## config.mk

```make
export PLATFORM = sky130hd
export DESIGN_NAME = prog_loader
export DESIGN_NICKNAME = d
export VERILOG_FILES = /design/src/rtl/prog_loader.sv
export SDC_FILE = /design/constraint.sdc
export NUM_CORES = 1
export LEC_CHECK = 0
export ABC_AREA = 1
export CORE_UTILIZATION = 25
export CTS_CLUSTER_DIAMETER = 100
export DETAILED_ROUTE_END_ITERATION = 16
export HOLD_SLACK_MARGIN = 0.15
export SYNTH_ARGS = -nofsm -noshare
export SYNTH_HDL_FRONTEND = slang
export SYNTH_SLANG_ARGS = --single-unit
export TNS_END_PERCENT = 1
```

## constraint.sdc

```tcl
create_clock -name CLK -period 4.12 [get_ports CLK]
set_input_delay 0.824 -clock CLK [delete_from_list [all_inputs] [get_ports CLK]]
set_output_delay 0.824 -clock CLK [all_outputs]
set_load 0.02 [all_outputs]
```

## src/rtl/prog_loader.sv

```systemverilog
// prog_loader: receives a program image as a byte stream, packs each group of
// three bytes into one instruction word and writes it into program RAM at
// ascending addresses from 0. The CPU is held stalled while a load is running.
// Stream: LEN_HI, LEN_LO (word count N, big-endian), then N x {B0, B1, B2}.
// Optional feature macro: PROG_LOADER_CHECKSUM_EN adds a trailing XOR checksum byte.
module prog_loader #(
  parameter int ADDR_WIDTH = 10,
  parameter int DATA_WIDTH = 18
) (
  input  logic                  CLK,
  input  logic                  RST,
  input  logic                  START,
  input  logic [7:0]            RX_DATA,
  input  logic                  RX_VALID,
  output logic                  RX_READY,
  output logic                  WR_EN,
  output logic [ADDR_WIDTH-1:0] WR_ADDR,
  output logic [DATA_WIDTH-1:0] WR_DATA,
  output logic                  CPU_HOLD,
  output logic                  LOAD_DONE,
  output logic                  LOAD_ERR
);

  localparam logic [3:0] S_IDLE   = 4'd0;
  localparam logic [3:0] S_LEN_HI = 4'd1;
  localparam logic [3:0] S_LEN_LO = 4'd2;
  localparam logic [3:0] S_B0     = 4'd3;
  localparam logic [3:0] S_B1     = 4'd4;
  localparam logic [3:0] S_B2     = 4'd5;
  localparam logic [3:0] S_WRITE  = 4'd6;
  localparam logic [3:0] S_DONE   = 4'd7;
  localparam logic [3:0] S_ERR    = 4'd8;
`ifdef PROG_LOADER_CHECKSUM_EN
  localparam logic [3:0] S_CHK    = 4'd9;
`endif

  logic [3:0]            state;
  logic [7:0]            len_hi;
  logic [ADDR_WIDTH:0]   len_words;
  logic [ADDR_WIDTH:0]   wcnt;
  logic [ADDR_WIDTH-1:0] addr;
  logic [1:0]            b0;
  logic [7:0]            b1;
`ifdef PROG_LOADER_CHECKSUM_EN
  logic [7:0]            chk;
`endif

  logic                  accept;
  logic [15:0]           len_full;
  logic                  len_bad;
  logic [ADDR_WIDTH:0]   wcnt_next;

  // Handshake, length validation and word-count lookahead
  always_comb begin
    accept    = RX_VALID & RX_READY;
    len_full  = {len_hi, RX_DATA};
    len_bad   = (len_full == 16'h0) || ({16'h0, len_full} > (32'd1 << ADDR_WIDTH));
    wcnt_next = wcnt + (ADDR_WIDTH+1)'(1);
  end

  // Status outputs decoded from the current state
  always_comb begin
    RX_READY  = (state == S_LEN_HI) || (state == S_LEN_LO) || (state == S_B0) ||
                (state == S_B1) || (state == S_B2)
`ifdef PROG_LOADER_CHECKSUM_EN
                || (state == S_CHK)
`endif
                ;
    CPU_HOLD  = (state != S_IDLE) && (state != S_DONE);
    LOAD_DONE = (state == S_DONE);
    LOAD_ERR  = (state == S_ERR);
  end

  // Load sequencer: byte capture, word packing, RAM write strobe, address counting
  always_ff @(posedge CLK) begin
    if (RST) begin
      state     <= S_IDLE;
      len_hi    <= '0;
      len_words <= '0;
      wcnt      <= '0;
      addr      <= '0;
      b0        <= '0;
      b1        <= '0;
      WR_EN     <= 1'b0;
      WR_ADDR   <= '0;
      WR_DATA   <= '0;
`ifdef PROG_LOADER_CHECKSUM_EN
      chk       <= '0;
`endif
    end else begin
      case (state)
        S_IDLE, S_DONE, S_ERR: begin
          if (START) begin
            state <= S_LEN_HI;
            addr  <= '0;
            wcnt  <= '0;
`ifdef PROG_LOADER_CHECKSUM_EN
            chk   <= '0;
`endif
          end
        end
        S_LEN_HI: begin
          if (accept) begin
            len_hi <= RX_DATA;
`ifdef PROG_LOADER_CHECKSUM_EN
            chk    <= chk ^ RX_DATA;
`endif
            state  <= S_LEN_LO;
          end
        end
        S_LEN_LO: begin
          if (accept) begin
`ifdef PROG_LOADER_CHECKSUM_EN
            chk <= chk ^ RX_DATA;
`endif
            if (len_bad) begin
              state <= S_ERR;
            end else begin
              len_words <= len_full[ADDR_WIDTH:0];
              state     <= S_B0;
            end
          end
        end
        S_B0: begin
          if (accept) begin
            b0    <= RX_DATA[1:0];
`ifdef PROG_LOADER_CHECKSUM_EN
            chk   <= chk ^ RX_DATA;
`endif
            state <= S_B1;
          end
        end
        S_B1: begin
          if (accept) begin
            b1    <= RX_DATA;
`ifdef PROG_LOADER_CHECKSUM_EN
            chk   <= chk ^ RX_DATA;
`endif
            state <= S_B2;
          end
        end
        S_B2: begin
          if (accept) begin
            WR_EN   <= 1'b1;
            WR_ADDR <= addr;
            WR_DATA <= DATA_WIDTH'({b0, b1, RX_DATA});
`ifdef PROG_LOADER_CHECKSUM_EN
            chk     <= chk ^ RX_DATA;
`endif
            state   <= S_WRITE;
          end
        end
        S_WRITE: begin
          // Completion is judged by the written-word count, not the address,
          // so a full-depth image ends cleanly even though addr wraps to 0.
          WR_EN <= 1'b0;
          addr  <= addr + 1'b1;
          wcnt  <= wcnt_next;
          if (wcnt_next == len_words) begin
`ifdef PROG_LOADER_CHECKSUM_EN
            state <= S_CHK;
`else
            state <= S_DONE;
`endif
          end else begin
            state <= S_B0;
          end
        end
`ifdef PROG_LOADER_CHECKSUM_EN
        S_CHK: begin
          if (accept) begin
            state <= (RX_DATA == chk) ? S_DONE : S_ERR;
          end
        end
`endif
        default: state <= S_IDLE;
      endcase
    end
  end

endmodule
```

==> impl_summary.md <==
Die
The area of the die is 15,700 µm². The die height is roughly 130 µm. The floorplan has 44 rows. The number of top-level design ports is 45. The initial core utilization is 0.259.

The core outline area is about 15,000 µm². In this run the horizontal extent of the chip is 125 µm.

Critical path
The endpoint arrival time on the critical path is approximately 2 ns. Along the worst path, the maximum fanout reaches 5. The most frequent cell on the critical path is sky130_fd_sc_hd__nor2_1.

The signal on the critical path passes through nor2_1 > o21ai_0 > o21ai_1 > nor2_1 > inv_2 > clkdlybuf4s50_1. By startpoint and endpoint, the worst setup path is classified as reg -> out. The worst setup path is captured at an output port. The largest individual stage delay along the critical path comes from the cell sky130_fd_sc_hd__clkdlybuf4s50_1.

The element type at the critical path start is a register. Data on the critical path is required at its endpoint by 3.30 ns. For this run, the slowest stage of the critical path takes ~0.63 ns.

Timing
The routed design could run at a clock period as short as 2.85 ns. The final max-slew violation count was 0. The setup TNS is 0 ns. The smallest setup slack after layout is roughly 1.3 ns.

The clock arrives with between 0.007 and 0.008 ns of skew. Measured against its own limit, the worst slew margin works out to 0.331. The fmax is 351 MHz. Setup repair after global routing left no endpoint under its margin. For the pin with the worst max-slew slack, the measured transition is about 1.0 ns.

The final hold violation count came to 0. The period utilization is 0.691. The setup-violating endpoint count in the final report is 0.

Pwr
The cell leakage power is around 1.6 nW. The internal power of the cells totals roughly 1.4 mW. For this design the total switching power over the nets is 0.631 mW. Dividing total power by cell area gives a power density of ~440 nW/µm². The share of total power dissipated in sequential elements is 0.424. Of the total power, the share spent switching nets is 0.310. The worst-case vdd ir drop is 0.000231 V.

The share of total power dissipated in combinational logic is 0.213. The proportion of power drawn by the clock network is 0.363.

Global routing
The met2 layer usage reported by global route is 0.201. The total track usage is 0.125. The first global-routing pass estimated around 16 mm of wire. The met1 track demand over resource is 0.166.

For this run, global-route usage on met3 was measured as 0.0257. The number of global-route vias before repair was 3,187. The layer flagged by global routing as most heavily used is met2.

Global routing finished with a remaining overflow of 0. The number of antenna violations at the first check in global routing is 0. The pin count of the biggest net entering global routing is between 60 and 70.

Clock network
The tree is rooted in a sky130_fd_sc_hd__clkbuf_16. In this run, CTS created clock tree buffers numbering 9. For the worst-skew pair, the clock arrives at the later sink with an insertion delay of about 0.34 ns.

The post-CTS resize count is 0. The buffer count from post-CTS setup fixing is 0. The clock transition time at the flip-flop clock pins of the worst setup and hold paths is 0.06 ns.

No sink is reached through more buffers than the 2 on the longest clock path. For this design, the sink count on the clock tree is slightly above 80. The H-tree was split into 3 levels. TritonCTS built the clock tree.

The number of hold buffers added after CTS is 0.

Synthesis
The async set-reset flop share out of synthesis is 0. Yosys mapped a number of flops with a built-in enable equal to 0. Yosys mapped the design onto 35 distinct sky130hd cell types. The largest area contributor in the synthesized netlist is sky130_fd_sc_hd__dfxtp_1.

Synthesis produced a netlist with a net count of around 560. The post-synthesis instance area is about 3800 µm². The most frequent cell after synthesis is sky130_fd_sc_hd__nand2_1. In the synthesized netlist, the cells that appear most often are sky130_fd_sc_hd__nand2_1, sky130_fd_sc_hd__dfxtp_1, sky130_fd_sc_hd__nand3_1. Among all flip-flop cells after synthesis, the most frequent one is sky130_fd_sc_hd__dfxtp_1. Averaged over all synthesized cells, the footprint is between 6 and 7 µm².

The number of standard cells after synthesis is ~540. Counting flops and latches in the post-synthesis netlist gives between 80 and 90. During synthesis, Yosys emitted a total of 0 warnings.

The fraction of post-synthesis cell area in the top cell type by area is 0.439. In the post-synthesis netlist, the biggest area contributors are sky130_fd_sc_hd__dfxtp_1, sky130_fd_sc_hd__nand2_1, sky130_fd_sc_hd__nand3_1. The sequential element share of the synthesized area is 0.439.

Route
For this block, the routed nets add up to about 9.7 mm of wire. Before antenna repair, the detailed router went through 7 iterations. Across all layers, the routed design uses approximately 3,600 vias. The mean routed wirelength per cell is between 10 and 15 µm. Once detail routing completed, the nets flagged for antenna violations numbered 0.

The post-detailed-route DRC marker count is 0. The detailed router finished its first iteration with 290 violations. After detailed routing, the number of vias per cell comes to between 4 and 5.

Placed design
The wire-length estimate of the detail-placed layout is 6.81 mm. After detailed placement, the total cell area comes to about 4400 µm². The count of buffers added on input and output ports is 44. The congestion estimate from routability-driven global placement came to approximately 0.8. In this run, placement finished with an instance count of between 700 and 800. The worst slack at placement is 1.03 ns.

Finish
The layout has around 1,600 filler cells. After the flow finishes, the layout carries non-filler instances totaling 763. The share of final-layout standard cells stronger than drive strength 1 is 0.0535.

The layout-stage area growth over the synthesis result is 22.6%. The diode insertion count for antenna repair is 0. For this run, the share of the core covered by cells in the final layout is 0.317.

Summing all non-filler instances in the final layout gives an area of ~4600 µm². The layout net count is 590.

Outcome
The flow ran to the end, and the final reports show no timing, DRC or antenna violations.

Run
The max capacitance violation total is 0.

Hold path
The worst hold path class is reg -> reg.
[area by class of cell]
type / instances / area, µm² / area share
Sequential cell: 83 / 1660 / 0.358
Multi-Input combinational cell: 386 / 1840 / 0.396
Timing Repair Buffer: 48 / 465 / 0.100
Inverter: 48 / 180 / 0.0388
Tap cell: 184 / 230 / 0.0496
Clock inverter: 2 / 12.5 / 0.00269
Clock buffer: 12 / 256 / 0.0552
[sequential cells by signal (all words and copies together), names as in the netlist]
| register | cells |
|---|---|
| b0 | 2 |
| WR_ADDR | 10 |
| len_words | 11 |
| WR_EN | 1 |
| wcnt | 11 |
| WR_DATA | 18 |
| b1 | 8 |
| state | 4 |
| len_hi | 8 |
| addr | 10 |
[path summary, 6_finish.rpt]
| kind | from | end | slack (ns) | cells past startpoint |
|---|---|---|---|---|
| setup reg to reg | state[2] | WR_EN | 1.70 | 10 |
| hold / removal | len_hi[6] | len_hi[6] | 0.45 | 2 |
| setup / recovery | state[2] | RX_READY | 1.27 | 6 |
| hold reg to reg | len_hi[6] | len_hi[6] | 0.45 | 2 |
[layer usage]
| metal | vias up | wire (µm) |
|---|---|---|
| met5 | - | 0 |
| met4 | 0 | 132 |
| met3 | 10 | 405 |
| met2 | 74 | 4390 |
| met1 | 1621 | 4750 |
| li1 | 1870 | - |
[metrics by stage]
step                      hold WS (ns)  power [mW]
final                            0.448        2.03
after global routing             0.470        2.13
after CTS                        0.452        2.05
after detailed placement         0.443        1.31
after global placement           0.441        1.31
after floorplan                  0.424        1.17
[kinds of logic (layout without fill, tap and decap cells)]
| group | count (synthesis) | in the layout | synth area share |
|---|---|---|---|
| simple gates | 277 | 277 | 0.325 |
| compound gates | 105 | 105 | 0.147 |
| flops | 83 | 83 | 0.439 |
| buf+inv | 74 | 110 | 0.0783 |
| fa+ha+maj | 2 | 2 | 0.00660 |
| xor+xnor | 2 | 2 | 0.00462 |
[placed cells by master, fill, tap and decap left out, types with 2 or more instances in the layout]
| master | count |
|---|---|
| sky130_fd_sc_hd__nor4_1 | 2 |
| sky130_fd_sc_hd__inv_2 | 3 |
| sky130_fd_sc_hd__a221oi_1 | 2 |
| sky130_fd_sc_hd__clkbuf_8 | 2 |
| sky130_fd_sc_hd__xor2_1 | 2 |
| sky130_fd_sc_hd__nand4_1 | 5 |
| sky130_fd_sc_hd__inv_1 | 45 |
| sky130_fd_sc_hd__a21oi_1 | 72 |
| sky130_fd_sc_hd__nor3_1 | 9 |
| sky130_fd_sc_hd__ha_1 | 2 |
| sky130_fd_sc_hd__nand2_1 | 127 |
| sky130_fd_sc_hd__nor2_4 | 2 |
| sky130_fd_sc_hd__nand3b_1 | 2 |
| sky130_fd_sc_hd__clkdlybuf4s50_1 | 43 |
| sky130_fd_sc_hd__o21ai_0 | 19 |
| sky130_fd_sc_hd__or2_2 | 2 |
| sky130_fd_sc_hd__clkbuf_16 | 9 |
| sky130_fd_sc_hd__buf_4 | 4 |
| sky130_fd_sc_hd__o21ai_1 | 3 |
| sky130_fd_sc_hd__nand3_1 | 77 |
| sky130_fd_sc_hd__dfxtp_1 | 83 |
| sky130_fd_sc_hd__a211oi_1 | 3 |
| sky130_fd_sc_hd__nor2_1 | 43 |
[critical path: cells and delay by family (launching register included)]
kind,cells,cell delay [ns]
buffers and inverters,2,0.70
and+or+nand+nor,2,0.41
DFF,1,0.34
AOI/OAI and AO/OA,2,0.25
[power groups by stage]
stage / Combinational [mW] / Clock [mW] / Sequential (mW)
after CTS: 0.436 / 0.752 / 0.861
after global placement: 0.435 / 0 / 0.879
after floorplan: 0.300 / 0 / 0.872
after global routing: 0.483 / 0.783 / 0.865
final: 0.432 / 0.738 / 0.862
after detailed placement: 0.435 / 0 / 0.878
Power figures use the tool's default switching activity.
